<file path="src/rtl/muldiv_pkg.sv">
// muldiv_pkg: shared constants, op encodings and FSM states for the RV32M multiply/divide sequencer.
package muldiv_pkg;
    localparam int XLEN  = 32;
    localparam int ITERS = 32;

    localparam logic [2:0] OP_MUL    = 3'b000;
    localparam logic [2:0] OP_MULH   = 3'b001;
    localparam logic [2:0] OP_MULHSU = 3'b010;
    localparam logic [2:0] OP_MULHU  = 3'b011;
    localparam logic [2:0] OP_DIV    = 3'b100;
    localparam logic [2:0] OP_DIVU   = 3'b101;
    localparam logic [2:0] OP_REM    = 3'b110;
    localparam logic [2:0] OP_REMU   = 3'b111;

    localparam logic [XLEN-1:0] ALL_ONES = 32'hFFFF_FFFF;
    localparam logic [XLEN-1:0] INT_MIN  = 32'h8000_0000;

    typedef enum logic [2:0] {S_IDLE, S_PREP, S_ITER, S_FIX, S_DONE} state_t;
endpackage

</file>
<file path="src/rtl/muldiv_if.sv">
// muldiv_if: request/response handshake between decode and the multiply/divide sequencer.
interface muldiv_if;
    import muldiv_pkg::*;
    logic            req_valid;
    logic            req_ready;
    logic [2:0]      req_op;
    logic [XLEN-1:0] req_a;
    logic [XLEN-1:0] req_b;
    logic            kill;
    logic            resp_valid;
    logic            resp_ready;
    logic [XLEN-1:0] resp_result;

    modport master (
        output req_valid, req_op, req_a, req_b, kill, resp_ready,
        input  req_ready, resp_valid, resp_result
    );
    modport slave (
        input  req_valid, req_op, req_a, req_b, kill, resp_ready,
        output req_ready, resp_valid, resp_result
    );
endinterface

</file>
<file path="src/rtl/muldiv_step.sv">
// muldiv_step: one shift-and-add multiply or restoring-divide iteration on {hi, lo}.
module muldiv_step
    import muldiv_pkg::*;
(
    input  logic            div,
    input  logic [XLEN-1:0] hi,
    input  logic [XLEN-1:0] lo,
    input  logic [XLEN-1:0] md,
    output logic [XLEN-1:0] hi_n,
    output logic [XLEN-1:0] lo_n
);
    logic [XLEN:0] sum;
    logic [XLEN:0] rem_s;
    logic [XLEN:0] trial;
    logic          ge;

    assign sum   = {1'b0, hi} + (lo[0] ? {1'b0, md} : '0);
    assign rem_s = {hi, lo[XLEN-1]};
    assign trial = rem_s - {1'b0, md};
    // a shifted remainder with bit 32 set always exceeds any 32-bit divisor
    assign ge    = rem_s[XLEN] | ~trial[XLEN];

    always_comb begin
        hi_n = div ? (ge ? trial[XLEN-1:0] : rem_s[XLEN-1:0]) : sum[XLEN:1];
        lo_n = div ? {lo[XLEN-2:0], ge} : {sum[0], lo[XLEN-1:1]};
    end
endmodule

</file>
<file path="src/rtl/muldiv_seq.sv">
// muldiv_seq: iterative RV32M MUL/DIV/REM unit; magnitudes through an unsigned
// 32-step core with a final sign fix-up, returned over a valid/ready handshake.
module muldiv_seq
    import muldiv_pkg::*;
(
    input logic     clk,
    input logic     rst_n,
    muldiv_if.slave bus
);
    state_t            state;
    logic [2:0]        op;
    logic [XLEN-1:0]   a, b, hi, lo, md, hi_n, lo_n;
    logic              neg;
    logic [4:0]        count;
    logic              is_div, a_sgn, b_sgn, div0, ovf;
    logic [XLEN-1:0]   a_mag, b_mag, special_res, fix_res;
    logic [2*XLEN-1:0] prod_fix;

    assign bus.req_ready = rst_n && state == S_IDLE;

    always_comb begin
        is_div      = op[2];
        a_sgn       = a[XLEN-1] & (op == OP_MUL || op == OP_MULH || op == OP_MULHSU || op == OP_DIV || op == OP_REM);
        b_sgn       = b[XLEN-1] & (op == OP_MUL || op == OP_MULH || op == OP_DIV || op == OP_REM);
        a_mag       = a_sgn ? -a : a;
        b_mag       = b_sgn ? -b : b;
        div0        = b == '0;
        ovf         = (op == OP_DIV || op == OP_REM) && a == INT_MIN && b == ALL_ONES;
        special_res = div0 ? (op[1] ? a : ALL_ONES) : (op[1] ? '0 : INT_MIN);
        prod_fix    = neg ? -{hi, lo} : {hi, lo};
        fix_res     = is_div ? (op[1] ? (neg ? -hi : hi) : (neg ? -lo : lo))
                             : (op == OP_MUL ? prod_fix[XLEN-1:0] : prod_fix[2*XLEN-1:XLEN]);
    end

    muldiv_step u_step (
        .div  (is_div),
        .hi   (hi),
        .lo   (lo),
        .md   (md),
        .hi_n (hi_n),
        .lo_n (lo_n)
    );

    always_ff @(posedge clk or negedge rst_n) begin
        if (!rst_n) begin
            state           <= S_IDLE;
            op              <= '0;
            a               <= '0;
            b               <= '0;
            hi              <= '0;
            lo              <= '0;
            md              <= '0;
            neg             <= 1'b0;
            count           <= '0;
            bus.resp_valid  <= 1'b0;
            bus.resp_result <= '0;
        end else if (state != S_IDLE && bus.kill) begin
            state          <= S_IDLE;
            bus.resp_valid <= 1'b0;
        end else begin
            case (state)
                S_IDLE: if (bus.req_valid) begin
                    op    <= bus.req_op;
                    a     <= bus.req_a;
                    b     <= bus.req_b;
                    state <= S_PREP;
                end
                S_PREP: begin
                    neg   <= (op == OP_REM) ? a_sgn : a_sgn ^ b_sgn;
                    hi    <= '0;
                    lo    <= is_div ? a_mag : b_mag;
                    md    <= is_div ? b_mag : a_mag;
                    count <= '0;
                    if (is_div && (div0 || ovf)) begin
                        bus.resp_result <= special_res;
                        bus.resp_valid  <= 1'b1;
                        state           <= S_DONE;
                    end else begin
                        state <= S_ITER;
                    end
                end
                S_ITER: begin
                    hi    <= hi_n;
                    lo    <= lo_n;
                    count <= count + 5'd1;
                    if (count == 5'(ITERS - 1)) state <= S_FIX;
                end
                S_FIX: begin
                    bus.resp_result <= fix_res;
                    bus.resp_valid  <= 1'b1;
                    state           <= S_DONE;
                end
                S_DONE: if (bus.resp_ready) begin
                    bus.resp_valid <= 1'b0;
                    state          <= S_IDLE;
                end
                default: state <= S_IDLE;
            endcase
        end
    end
endmodule

</file>
<file path="src/flat_wrapper.sv">
// flat-port wrapper written by rule: the top's interface ports become plain ports
module muldiv_seq_flat import muldiv_pkg::*;
  (clk, rst_n, bus_req_valid, bus_req_op, bus_req_a, bus_req_b, bus_kill, bus_resp_ready, bus_req_ready, bus_resp_valid, bus_resp_result);
  muldiv_if bus_i ();
  input logic clk;
  input logic rst_n;
  input wire logic [$bits(bus_i.req_valid)-1:0] bus_req_valid;
  input wire logic [$bits(bus_i.req_op)-1:0] bus_req_op;
  input wire logic [$bits(bus_i.req_a)-1:0] bus_req_a;
  input wire logic [$bits(bus_i.req_b)-1:0] bus_req_b;
  input wire logic [$bits(bus_i.kill)-1:0] bus_kill;
  input wire logic [$bits(bus_i.resp_ready)-1:0] bus_resp_ready;
  output wire logic [$bits(bus_i.req_ready)-1:0] bus_req_ready;
  output wire logic [$bits(bus_i.resp_valid)-1:0] bus_resp_valid;
  output wire logic [$bits(bus_i.resp_result)-1:0] bus_resp_result;
  assign bus_i.req_valid = bus_req_valid;
  assign bus_i.req_op = bus_req_op;
  assign bus_i.req_a = bus_req_a;
  assign bus_i.req_b = bus_req_b;
  assign bus_i.kill = bus_kill;
  assign bus_i.resp_ready = bus_resp_ready;
  assign bus_req_ready = bus_i.req_ready;
  assign bus_resp_valid = bus_i.resp_valid;
  assign bus_resp_result = bus_i.resp_result;
  muldiv_seq u_core (.clk(clk), .rst_n(rst_n), .bus(bus_i));
endmodule
</file>
<file path="config.mk">
export PLATFORM = sky130hd
export DESIGN_NAME = muldiv_seq_flat
export DESIGN_NICKNAME = d
export VERILOG_FILES = /design/src/rtl/muldiv_pkg.sv /design/src/rtl/muldiv_if.sv /design/src/rtl/muldiv_step.sv /design/src/rtl/muldiv_seq.sv /design/src/flat_wrapper.sv
export SDC_FILE = /design/constraint.sdc
export NUM_CORES = 1
export LEC_CHECK = 0
export BUFFER_PORTS_ARGS = -buffer_cell sky130_fd_sc_hd__buf_2
export CAP_MARGIN = 25
export CORE_UTILIZATION = 35
export DETAILED_ROUTE_END_ITERATION = 7
export MAX_ROUTING_LAYER = met4
export PLACE_DENSITY_LB_ADDON = 0.05
export SLEW_MARGIN = 25
export SYNTH_ARGS = -nofsm -noshare
export SYNTH_HDL_FRONTEND = slang
export SYNTH_SLANG_ARGS = --single-unit
</file>
<file path="constraint.sdc">
create_clock -name clk -period 6.4 [get_ports clk]
set_clock_uncertainty 0.15 [all_clocks]
set_input_delay 0.32 -clock clk [delete_from_list [all_inputs] [get_ports clk]]
set_output_delay 0.32 -clock clk [all_outputs]
set_load 0.03 [all_outputs]
</file>
==> impl_metrics.toml <==
[critical_path]
cp_data_arrival_time_ns = 5.01
path_max_fanout = 6
r2r_end = "u_core.bus.resp_result[2]"
startpoint_type = "register"
criticalPathCategory = "register to register"
cp-end-kind = "register"
reg2reg_slack_ns = 1.76
worstRegToRegCells = 11
timing.rr.start = "u_core.a[0]"
cp.required_ns = 6.76

[logic_synthesis]
async_reset_ff_share_pct = 100.0
yosys_warnings = 0
synth_cell_type_count = 86
syn_area_sq_um = 17470
synth-seq-cells = 205
postSynthAreaPerCell_sq_um = 7.997
synthFlopType = "dfrtp_1"
synth-edff-count = 0
yosysSeqAreaShare_pct = 29.36
syn_nets = 2330
syn_inst = 2185

[clocking]
clkLatencyLatePin_ns = 0.58
hold_buffers = 71
cts_max_path_buffers = 3
htree_num_levels = 1
numCtsBuffers = 27
clk_pin_slew_worst_paths_ns = 0.06
cts_setup_buffers = 0
cts.repair.resized = 0
clock-root-buffer = "clkbuf_16"
cts_tree = "done"
cts.sinks = 205

[sta]
period_share_pct = 72.57
slew_violations = 0
tns_ns = 0
finalHoldViolations = 0
worst_hold_slack_ns = 0.1832
fin_crit_ns = 4.644
setup_viol = 0
fmaxAchievable_mhz = 215.3
timing.slew.headroom_pct = 35.55
tightest_slew_ns = 0.9593
rsz0062_at_grt = "no"

[global_routing]
grt_max_degree = 83
grt_usage_pct = 29.62
grt_pass1_vias = 16575
overflow = 0
grt_pass1_wl_microns = 108400
antenna_found_initial = 3

[route]
postRouteAntennaNets = 0
vias = 17409
dr.pass1.iters = 6
routed_wl_microns = 73220
drc = 0
routed_via_density = 5.913
routedWlPerCell_microns = 24.87
drt_iter0_drc = 1556

[power]
intPower_uw = 5264
power.switching_uw = 6009
switching_share_pct = 53.30
vdd_drop_max_uv = 219.8
p_leak_uw = 0.008512
seqPwrFrac_pct = 25.0
clockPowerShare_pct = 14.5
power_density_nw_per_um2 = 560.9
comb_power_share_pct = 60.5

[floorplan]
initial_utilization_pct = 35.62
die-area_sq_um = 50820
std_cell_rows = 81
fp.dieW_microns = 225.4
core_area_sq_um = 49050
die_h_microns = 225.4
num_io_pins = 106

[cells_and_area]
area_delta_synth_final_pct = 15.03
nets = 2406
drive_above_1_share_pct = 12.02
layout_commonest_cell = "nand2_1"
final_cell_mix = "230 x nand2_1, 227 x o21ai_0, 203 x dfrtp_1"
insertedDiodeCount = 0
n_fill_cell = 5129
final_util_pct = 40.98

[place]
routabilityCongestion = 0.9679
dp_hpwl_microns = 55170
port_buffers = 105

[outcome]
status = "completed"

[flow_run]
maxCapViolCount = 0

[hold_path]
holdCritPathClass = "input pin to asynchronous set/reset pin"
worst max path at each step:
stage,startpoint,endpoint,slack (ns),depth (start not counted)
finish,u_core.a[0],u_core.bus.resp_result[2],1.76,11
global route,u_core.a[0],u_core.bus.resp_result[2],1.49,11
CTS,u_core.a[0],u_core.bus.resp_result[2],1.82,11
detailed placement,u_core.a[0],u_core.bus.resp_result[2],1.88,11
global placement,u_core.a[0],u_core.bus.resp_result[2],1.94,11
floorplan,u_core.lo[0],u_core.hi[26],2.95,13
power by group through the flow:
stage | clock network, uW | logic [uW] | registers, uW
floorplan | 0 | 4860 | 2300
global placement | 0 | 6660 | 2780
detailed placement | 0 | 6660 | 2800
CTS | 1680 | 6740 | 2780
global route | 1720 | 7450 | 2870
finish | 1640 | 6820 | 2810
final cells by class:
class | count | area (sq um) | share of cell area [%]
Inverter | 61 | 229.0 | 1.139
Multi-Input combinational cell | 1765 | 11520 | 57.33
Clock buffer | 39 | 780.7 | 3.884
Sequential cell | 205 | 5135 | 25.55
Timing Repair Buffer | 201 | 1438 | 7.153
Tap cell | 664 | 830.8 | 4.133
Clock inverter | 9 | 163.9 | 0.8155
cells by family after synthesis:
logic type,count (synthesis),synth area share [%]
adders and majority gates,73,5.313
muxes,110,6.917
DFF,205,29.36
xor gates and xnor gates,190,9.524
and+or+nand+nor,665,17.86
AOI/OAI and AO/OA,727,26.22
buffers and inverters,215,4.805
metrics by stage:
stage	total power (uW)	instance area (sq um)	instances	setup WS (ns)
after floorplan	7155	17470	2185	2.948
after global placement	9441	18440	2825	1.936
after detailed placement	9467	18440	2825	1.877
after CTS	11190	20100	2944	1.823
after global routing	12040	20100	2944	1.490
final	11270	20100	2944	1.756
synthesized netlist by cell type (5+ instances only):
cell type	number	area [sq um]
ha_1	71	888.4
mux2_2	66	743.2
xnor2_1	93	814.5
dfrtp_1	205	5130
o21bai_1	5	37.54
o21ai_0	227	1136
and2_1	6	37.54
inv_1	60	225.2
nor2_1	191	716.9
o21a_1	14	105.1
buf_2	9	45.04
nand2_1	230	863.3
mux2i_1	42	420.4
or2_2	12	75.07
nor3_1	27	135.1
a21oi_1	180	900.9
o31ai_1	34	255.2
a2111oi_0	5	43.79
nand4_1	19	118.9
o41ai_1	19	166.4
a211oi_1	20	150.1
o22ai_1	6	37.54
nor2b_1	5	31.28
nor4_1	17	106.4
a22oi_1	12	90.09
o211ai_1	30	225.2
a21o_1	58	435.4
buf_1	20	75.07
o221ai_1	24	210.2
nand2b_1	25	156.4
a222oi_1	5	50.05
or3_1	22	137.6
or4_1	28	210.2
xor2_1	97	849.6
o21ai_1	6	30.03
nor3b_1	7	52.55
a31oi_1	22	137.6
clkbuf_1	120	450.4
nand3_1	49	245.2
o31a_1	5	43.79
and3_1	5	31.28
a221oi_1	9	78.83
layer usage:
layer  global-route usage (%)  wire length, microns
met5                        -                     0
met1                    40.01                 32700
met4                    12.68                  3693
met2                    43.90                 31750
met3                    4.368                  5083
worst max-delay path, cell delays in order, from the launching register on:
cell      delay [ns]
dfrtp_1         0.45
inv_1           0.22
ha_1            0.23
or4b_1          0.49
nor4b_1         0.50
nand4b_1        0.27
o41ai_1         0.51
a21oi_1         0.23
nor3_1          0.83
o21ai_0         0.20
a211oi_1        0.36
a211o_1         0.15
registers in the layout, indices dropped and copies added (netlist names):
name / count
u_core.count: 5
u_core.bus.resp_valid: 1
u_core.bus.resp_result: 32
u_core.op: 3
u_core.lo: 32
u_core.neg: 1
u_core.b: 32
u_core.hi: 32
u_core.md: 32
u_core.state: 3
u_core.a: 32
(Power assumes the default switching activity.)
